## src/rtl/imem_boot_loader.sv

```systemverilog
`default_nettype none
// ============================================================================
// Module      : imem_boot_loader
// Description : Receives a length-prefixed, XOR-checksummed byte stream,
//               packs it into 32-bit words for instruction memory and releases
//               the core once the whole image has been loaded and verified.
// Revision    : 1.0 - initial release
// ============================================================================
module imem_boot_loader #(
    parameter int DEPTH  = 32,
    parameter int ADDR_W = 7
) (
    input  logic              clk,
    input  logic              reset,
    input  logic [7:0]        in_data,
    input  logic              in_valid,
    output logic              in_ready,
    input  logic              reload,
    output logic              imem_we,
    output logic [ADDR_W-1:0] imem_addr,
    output logic [31:0]       imem_wdata,
    output logic              cpu_run,
    output logic              done,
    output logic              err,
    output logic [5:0]        word_cnt
);

    typedef enum logic [2:0] {
        S_LEN   = 3'd0,
        S_BYTE  = 3'd1,
        S_WRITE = 3'd2,
        S_CHK   = 3'd3,
        S_RUN   = 3'd4,
        S_ERR   = 3'd5
    } state_t;

    localparam logic [8:0] DEPTH_B = 9'(DEPTH);

    state_t      state;
    state_t      state_next;
    logic [5:0]  len;
    logic [1:0]  lane;
    logic [7:0]  csum;
    logic [31:0] word_buf;

    logic        xfer;
    logic        len_bad;
    logic [5:0]  wcnt_inc;
    logic [ADDR_W+7:0] addr_full;

    assign xfer      = in_valid & in_ready;
    assign len_bad   = (in_data == 8'd0) || ({1'b0, in_data} > DEPTH_B);
    assign wcnt_inc  = word_cnt + 6'd1;
    assign addr_full = {{ADDR_W{1'b0}}, word_cnt, 2'b00};

    always_ff @(posedge clk or negedge reset) begin
        if (!reset) begin
            state <= S_LEN;
        end else begin
            state <= state_next;
        end
    end

    always_comb begin
        state_next = state;
        case (state)
            S_LEN: begin
                if (xfer) begin
                    state_next = len_bad ? S_ERR : S_BYTE;
                end
            end
            S_BYTE: begin
                if (xfer && (lane == 2'd3)) begin
                    state_next = S_WRITE;
                end
            end
            S_WRITE: begin
                state_next = (wcnt_inc == len) ? S_CHK : S_BYTE;
            end
            S_CHK: begin
                if (xfer) begin
                    state_next = (in_data == csum) ? S_RUN : S_ERR;
                end
            end
            S_RUN, S_ERR: begin
                if (reload) begin
                    state_next = S_LEN;
                end
            end
            default: state_next = S_LEN;
        endcase
    end

    // All outputs are decoded from registered state only.
    always_comb begin
        in_ready   = 1'b0;
        imem_we    = 1'b0;
        imem_addr  = '0;
        imem_wdata = 32'd0;
        cpu_run    = 1'b0;
        done       = 1'b0;
        err        = 1'b0;
        case (state)
            S_LEN, S_BYTE, S_CHK: in_ready = 1'b1;
            S_WRITE: begin
                imem_we    = 1'b1;
                imem_addr  = addr_full[ADDR_W-1:0];
                imem_wdata = word_buf;
            end
            S_RUN: begin
                cpu_run = 1'b1;
                done    = 1'b1;
            end
            S_ERR:   err = 1'b1;
            default: in_ready = 1'b0;
        endcase
    end

    always_ff @(posedge clk or negedge reset) begin
        if (!reset) begin
            len      <= 6'd0;
            lane     <= 2'd0;
            csum     <= 8'd0;
            word_buf <= 32'd0;
            word_cnt <= 6'd0;
        end else begin
            case (state)
                S_LEN: begin
                    if (xfer && !len_bad) begin
                        len      <= in_data[5:0];
                        lane     <= 2'd0;
                        csum     <= 8'd0;
                        word_cnt <= 6'd0;
                    end
                end
                S_BYTE: begin
                    if (xfer) begin
                        word_buf[{lane, 3'b000} +: 8] <= in_data;
                        csum <= csum ^ in_data;
                        lane <= lane + 2'd1;
                    end
                end
                S_WRITE: begin
                    word_cnt <= wcnt_inc;
                end
                S_RUN, S_ERR: begin
                    // A reload starts a fresh image, so no words written yet.
                    if (reload) begin
                        word_cnt <= 6'd0;
                    end
                end
                default: begin
                    len <= len;
                end
            endcase
        end
    end

endmodule
`default_nettype wire
```

## config.mk

```make
export PLATFORM = sky130hd
export DESIGN_NAME = imem_boot_loader
export DESIGN_NICKNAME = d
export VERILOG_FILES = /design/src/rtl/imem_boot_loader.sv
export SDC_FILE = /design/constraint.sdc
export NUM_CORES = 1
export LEC_CHECK = 0
export CORE_UTILIZATION = 52
export CTS_CLUSTER_SIZE = 25
export DETAILED_ROUTE_END_ITERATION = 8
export PLACE_DENSITY = 0.8
export SLEW_MARGIN = 0
export SYNTH_ARGS = -nofsm -noshare
export SYNTH_HDL_FRONTEND = slang
export SYNTH_SLANG_ARGS = --single-unit
export TNS_END_PERCENT = 1
```

## constraint.sdc

```tcl
create_clock -name clk -period 2.6 [get_ports clk]
set_input_delay 0.26 -clock clk [delete_from_list [all_inputs] [get_ports clk]]
set_output_delay 0.26 -clock clk [all_outputs]
set_load 0.01 [all_outputs]
```

======== Word level (Yosys, flattened, before mapping) ========
Cells that the tools add are included.
storage, ports and cells
  register bits ........................... 57
  bits of input ports ..................... 12
  output and inout bits ................... 50
  word-level logic and storage cells ...... 67
operators by class
  $add $sub $neg .......................... 3
  order comparisons ....................... 1
  equal/unequal tests ..................... 14
  shift-type cells ........................ 2
  multiplexer cells ....................... 24
  bitwise gates (word level) .............. 2
  reductions and logical operators ........ 15
operator list
  operator                count
  $bwmux 32               1
  $mux 32                 1
  $shift 8x7->32 const A  1
  $shiftx 8x7->32         1
  $pmux 6 s3              1
  $mux 8                  2
  $pmux 8 s2              1
  $mux 3                  5
  $pmux 3 s5              1
  $mux 6                  2
  $ne 2x2->1 const B      6
  $eq 8x8->1              1
  $gt 8x6->1 const B      1
  $logic_not 8->1         1
  $xor 8x8->8             1
  $mux 7                  1
  $neg 5->7               1
  $add 6x1->6 const B     1
  $eq 3x2->1 const B      2
  $eq 3x3->1 const B      2
  $eq 6x6->1              1
  $mux 2                  3
  $reduce_and 3->1        2
  $mux 1                  5
  15 further kinds        17

======== Depth between registers and ports, before layout ========
Gate-level depths: netlist (run 1).
  depth after elaboration ................. 7
  depth in mapped cells ................... 7
  gate-level depth less buffers ........... 5

======== Least setup slack after synthesis (run 1) ========
OpenSTA, ideal clock, no wires.
  path kind ............................... register to register
  from .................................... reg word_cnt[0]
  to ...................................... reg state[1]
  library setup time ...................... 104 ps
  arrival time ............................ 1803 ps
  data required time ...................... 2496 ps
  slack ................................... 693 ps
  stages on the path, launching flop included .. 6
  path buffers ............................ 0
  clock period less this slack ............ 1907 ps
  cells stage by stage .................... dfrtp_1 > ha_1 > xnor2_1 > o211ai_2 > or4_1 > o41ai_2
between the ends
  cells in the longest elaborated chain, start to end .. 4
RTL lines
  what                    RTL line  source
  from (decl)             25        output logic [5:0] word_cnt
  from (signal assigned)  144       word_cnt <= wcnt_inc;
  $add 6x1->6             53        assign wcnt_inc = word_cnt + 6'd1;
  $eq 6x6->1              78        state_next = (wcnt_inc == len) ? S_CHK : S_BYTE;
  $mux 2                  78
  $pmux 3 s5              66        case (state)
  to (signal assigned)    60        state <= state_next;
  to (decl)               39        state_t state;
Every way passes these cells.
A chain may end at the register's enable or synchronous reset.

======== Worst setup path in the final report (run 1) ========
  from .................................... reg state[2]
  to ...................................... out imem_wdata[19]
between the ends
  cells in the longest elaborated chain, start to end .. 2
RTL lines
  what        RTL line  source
  $eq 3x2->1  103       case (state)
  $mux 32     103
  to (decl)   21        output logic [31:0] imem_wdata,
Every way passes these cells.

==> impl_summary.txt, run 1 <==
----------------------------------------------------
[Global routing]
  Wire length of the first global-routing pass ... 12.8 mm
  Antenna violations before repair ... 0
  Via count of the first global-routing pass ... 2,659
  Total routing resource utilization after global routing ... 26.3%
  Remaining Overflow, GRT ... 0
  Maximum number of pins on one net before global-route repair ... 44

[Logic synthesis]
  Library cell occupying the most area in the post-synthesis netlist ... dfrtp_1
  Syn Std Cell Area ... 0.00327 mm2
  Async set-or-reset flop fraction in the synthesized netlist ... 100%
  Distinct cell type count of the synthesized netlist ... 45
  Synth Flop Type ... dfrtp_1
  Top cell type's share of synthesized area ... 43.6%
  Proportion of synthesized chip area in sequential cells ... 43.6%
  Leading post-synthesis cells by cell area ... dfrtp_1 44%, nand2_1 8.9%, and2_1 7.5%
  Register bit total from synthesis ... 57
  Most used standard cells in the synthesized netlist ... 78 x nand2_1, 57 x dfrtp_1, 43 x o21ai_0
  Post-Syn Instances ... 384
  Yosys synthesis warning count ... 0
  Most used standard cell by instance count after synthesis ... nand2_1
  Post-synth EDFFs ... 0
  Synthesized area per cell ... 8.52 um2

[Clock tree]
  Number of buffers on the longest clock path ... 2
  Clock-pin slew on the worst setup and hold paths ... 70 ps
  Clock tree from TritonCTS ... done
  Inserted Clock Buffers ... 9
  Number of clock sinks ... 57
  Buffer cell driving the clock tree root ... clkbuf_8
  Buffers inserted by post-CTS timing repair ... 0
  H-tree depth ... 3
  Clock latency reported for the late side of the worst-skew pair ... 340 ps

[Power and ir drop]
  Net Sw Frac ... 37.7%
  Cell internal power dissipation ... 2410 uW
  Switching Power ... 1460 uW
  Share of power burned in registers ... 39.0%
  Power per unit of standard cell area ... 924 mW/mm2
  Part of the total power dissipated in combinational logic ... 39.0%
  Pleak ... 0.00177 uW
  Maximum VDD drop ... 0.555 mV
  Share of total power in the clock network ... 22.0%

[Worst setup path]
  Kind of start point of the critical path ... flip-flop
  Critical path data arrival time ... 2190 ps
  Maximum single-stage delay on the critical path ... 540 ps
  Depth of the critical timing path with buffers and inverters included ... 4
  Kind of cell adding the most delay to the critical path ... buffers and inverters
  Cell-by-cell trace of the critical path ... or3b_4 -> inv_6 -> and2_1 -> clkdlybuf4s50_1
  Largest fanout on the critical path ... 43
  Worst-path cell with the longest stage delay ... clkdlybuf4s50_1
  Worst Setup End Kind ... output port
  Required time of the critical path ... 2340 ps
  Kind of critical path ... reg -> out
  Number of cells traversed by the worst register-to-register path ... 5
  Buffers plus inverters on the worst setup path ... 2

[Route]
  Total vias in the final route ... 2,868
  Remaining number of nets flagged by the antenna check after routing ... 0
  Post-route DRC violation count ... 0
  First-pass iteration count of the detailed router ... 5
  Mean number of vias per cell ... 5.45
  Detailed Route WL ... 7.71 mm
  Wirelength per Cell ... 14.7 um
  Count of routing violations after the opening detailed-route iteration ... 170

[Timing]
  Fin Setup TNS ... 0 ps
  RSZ-0062 raised after global routing ... false
  Final setup viols ... 0
  Final hold violation count ... 0
  Final critical path time including I/O delays and setup ... 2450 ps
  Worst relative slew slack ... 53.3%
  Worst clock skew ... 9.46 ps
  Highest clock frequency the design can meet ... 409 MHz
  Ratio of final minimum period to clock period ... 94.1%
  Number of pins exceeding their max-slew limit in the final report ... 0
  Slew at the pin closest to its max-slew limit ... 695 ps

[Worst hold path]
  Type of the tightest min-delay check ... in -> async

[Floorplan]
  Height of the die ... 81.3 um
  Number of placed I/O pins ... 62
  Die boundary width ... 81.3 um
  Number of cell rows ... 28
  Initial standard-cell utilization of the core ... 54.6%
  Core Region ... 0.00599 mm2
  Die area ... 0.00662 mm2

[Placed design]
  Final Wtd Congestion ... 0.846
  I/O Buffers ... 59
  Cell area after placement ... 0.00398 mm2
  Half-perimeter wire length after detailed placement ... 5.42 mm

[Final layout]
  Diode insertion count for antenna repair ... 0
  Area growth, synth to finish ... 28.2%
  Area occupied by multi-input gates ... 0.00169 mm2
  Post-route standard cell area excluding fillers ... 0.00420 mm2
  Share of layout cells above drive strength 1 ... 10.6%
  Number of nets in the final layout ... 464
  Filler Cells Inserted ... 452
  Reg area ... 0.00143 mm2

[Job]
  Number of violations of the max-capacitance limit ... 0

[Outcome]
  Status ... completed

----------------------------------------------------
## logic make-up after synthesis
logic type	synth area share, %
other	0.115
AND/OR/NAND/NOR	28.9
AO/OA/AOI/OAI	15.5
multiplexers	2.06
buffers and inverters	5.16
adder cells (fa/ha/maj)	2.29
XOR/XNOR	2.41
flip-flops	43.6
## repair_timing
item,in CTS,in global routing
endpoints found under the setup margin,2,10
hold buffers,1,0
endpoints found under the hold margin,7,0
resized for setup,1,1
## through the flow
stage	hold WS, ps	total power [uW]	worst slack (ps)	std cells	util [%]
after floorplan	-35.6	2490	693	385	-
after global placement	115	2950	393	509	66.4
after detailed placement	116	3020	286	509	66.4
after CTS	288	3890	81.0	526	70.0
after global routing	335	4190	45.6	526	70.0
final	294	3870	153	526	70.0
## flip-flops by register name, summed over array words and instances (netlist names)
name      cells
csum          8
lane          2
len           6
state         3
word_buf     32
word_cnt      6
## metal layers
metal  vias up  GRT usage, %  wire (um)
li1       1423             -          -
met1      1351          35.9       3630
met2        76          39.7       3590
met3        18          5.17        315
met4         0          13.0        179
met5         -             0          0
## cells in the final DEF (no fill, tap or decap), drive strengths merged, types with 8 or more instances in the layout
cell type      Yosys  layout
a21oi             13      13
and2              39      39
buf                6      20
clkbuf            23      12
clkdlybuf4s50      0      58
dfrtp             57      57
inv                9       9
nand2             78      78
nand2b            17      17
nor2              13      13
o21ai             43      43
xnor2              8       8
## final timing paths
path                         startpoint              to  slack (ps)
setup / recovery               state[2]  imem_wdata[19]         150
hold / removal                    reset     word_cnt[0]         290
setup reg to reg               state[2]        state[1]         480
hold reg to reg            word_buf[18]    word_buf[18]         470
max in group asynchronous         reset     word_buf[1]        1660
min in group clk           word_buf[18]    word_buf[18]         470
## power by group through the flow
stage	sequential, uW	combinational [uW]	clock, uW
6_report	1510	1510	854
5_1_grt	1560	1720	906
4_1_cts	1510	1520	866
3_5_place_dp	1520	1500	0
3_3_place_gp	1510	1450	0
2_1_floorplan	1420	1070	0
## cell type report
type / count / share of cell area (%)
clock buffers: 12 / 3.70
clock inverters: 4 / 1.22
inverters: 9 / 0.925
multi-input cells: 290 / 40.3
flip-flops and latches: 57 / 34.0
well taps: 75 / 2.24
repair buffers: 79 / 17.6
No activity file was read; power rests on OpenSTA's default activity.
==> inputs of run 2 (changes only) <==
--- a/config.mk
+++ b/config.mk
@@ -6,6 +6,7 @@
 export NUM_CORES = 1
 export LEC_CHECK = 0
 export CORE_UTILIZATION = 52
+export CTS_CLUSTER_DIAMETER = 150
 export CTS_CLUSTER_SIZE = 25
 export DETAILED_ROUTE_END_ITERATION = 8
 export PLACE_DENSITY = 0.8
==> results of run 2 <==
Same layout as run 1: the final DEF is identical, and so are final timing and power.
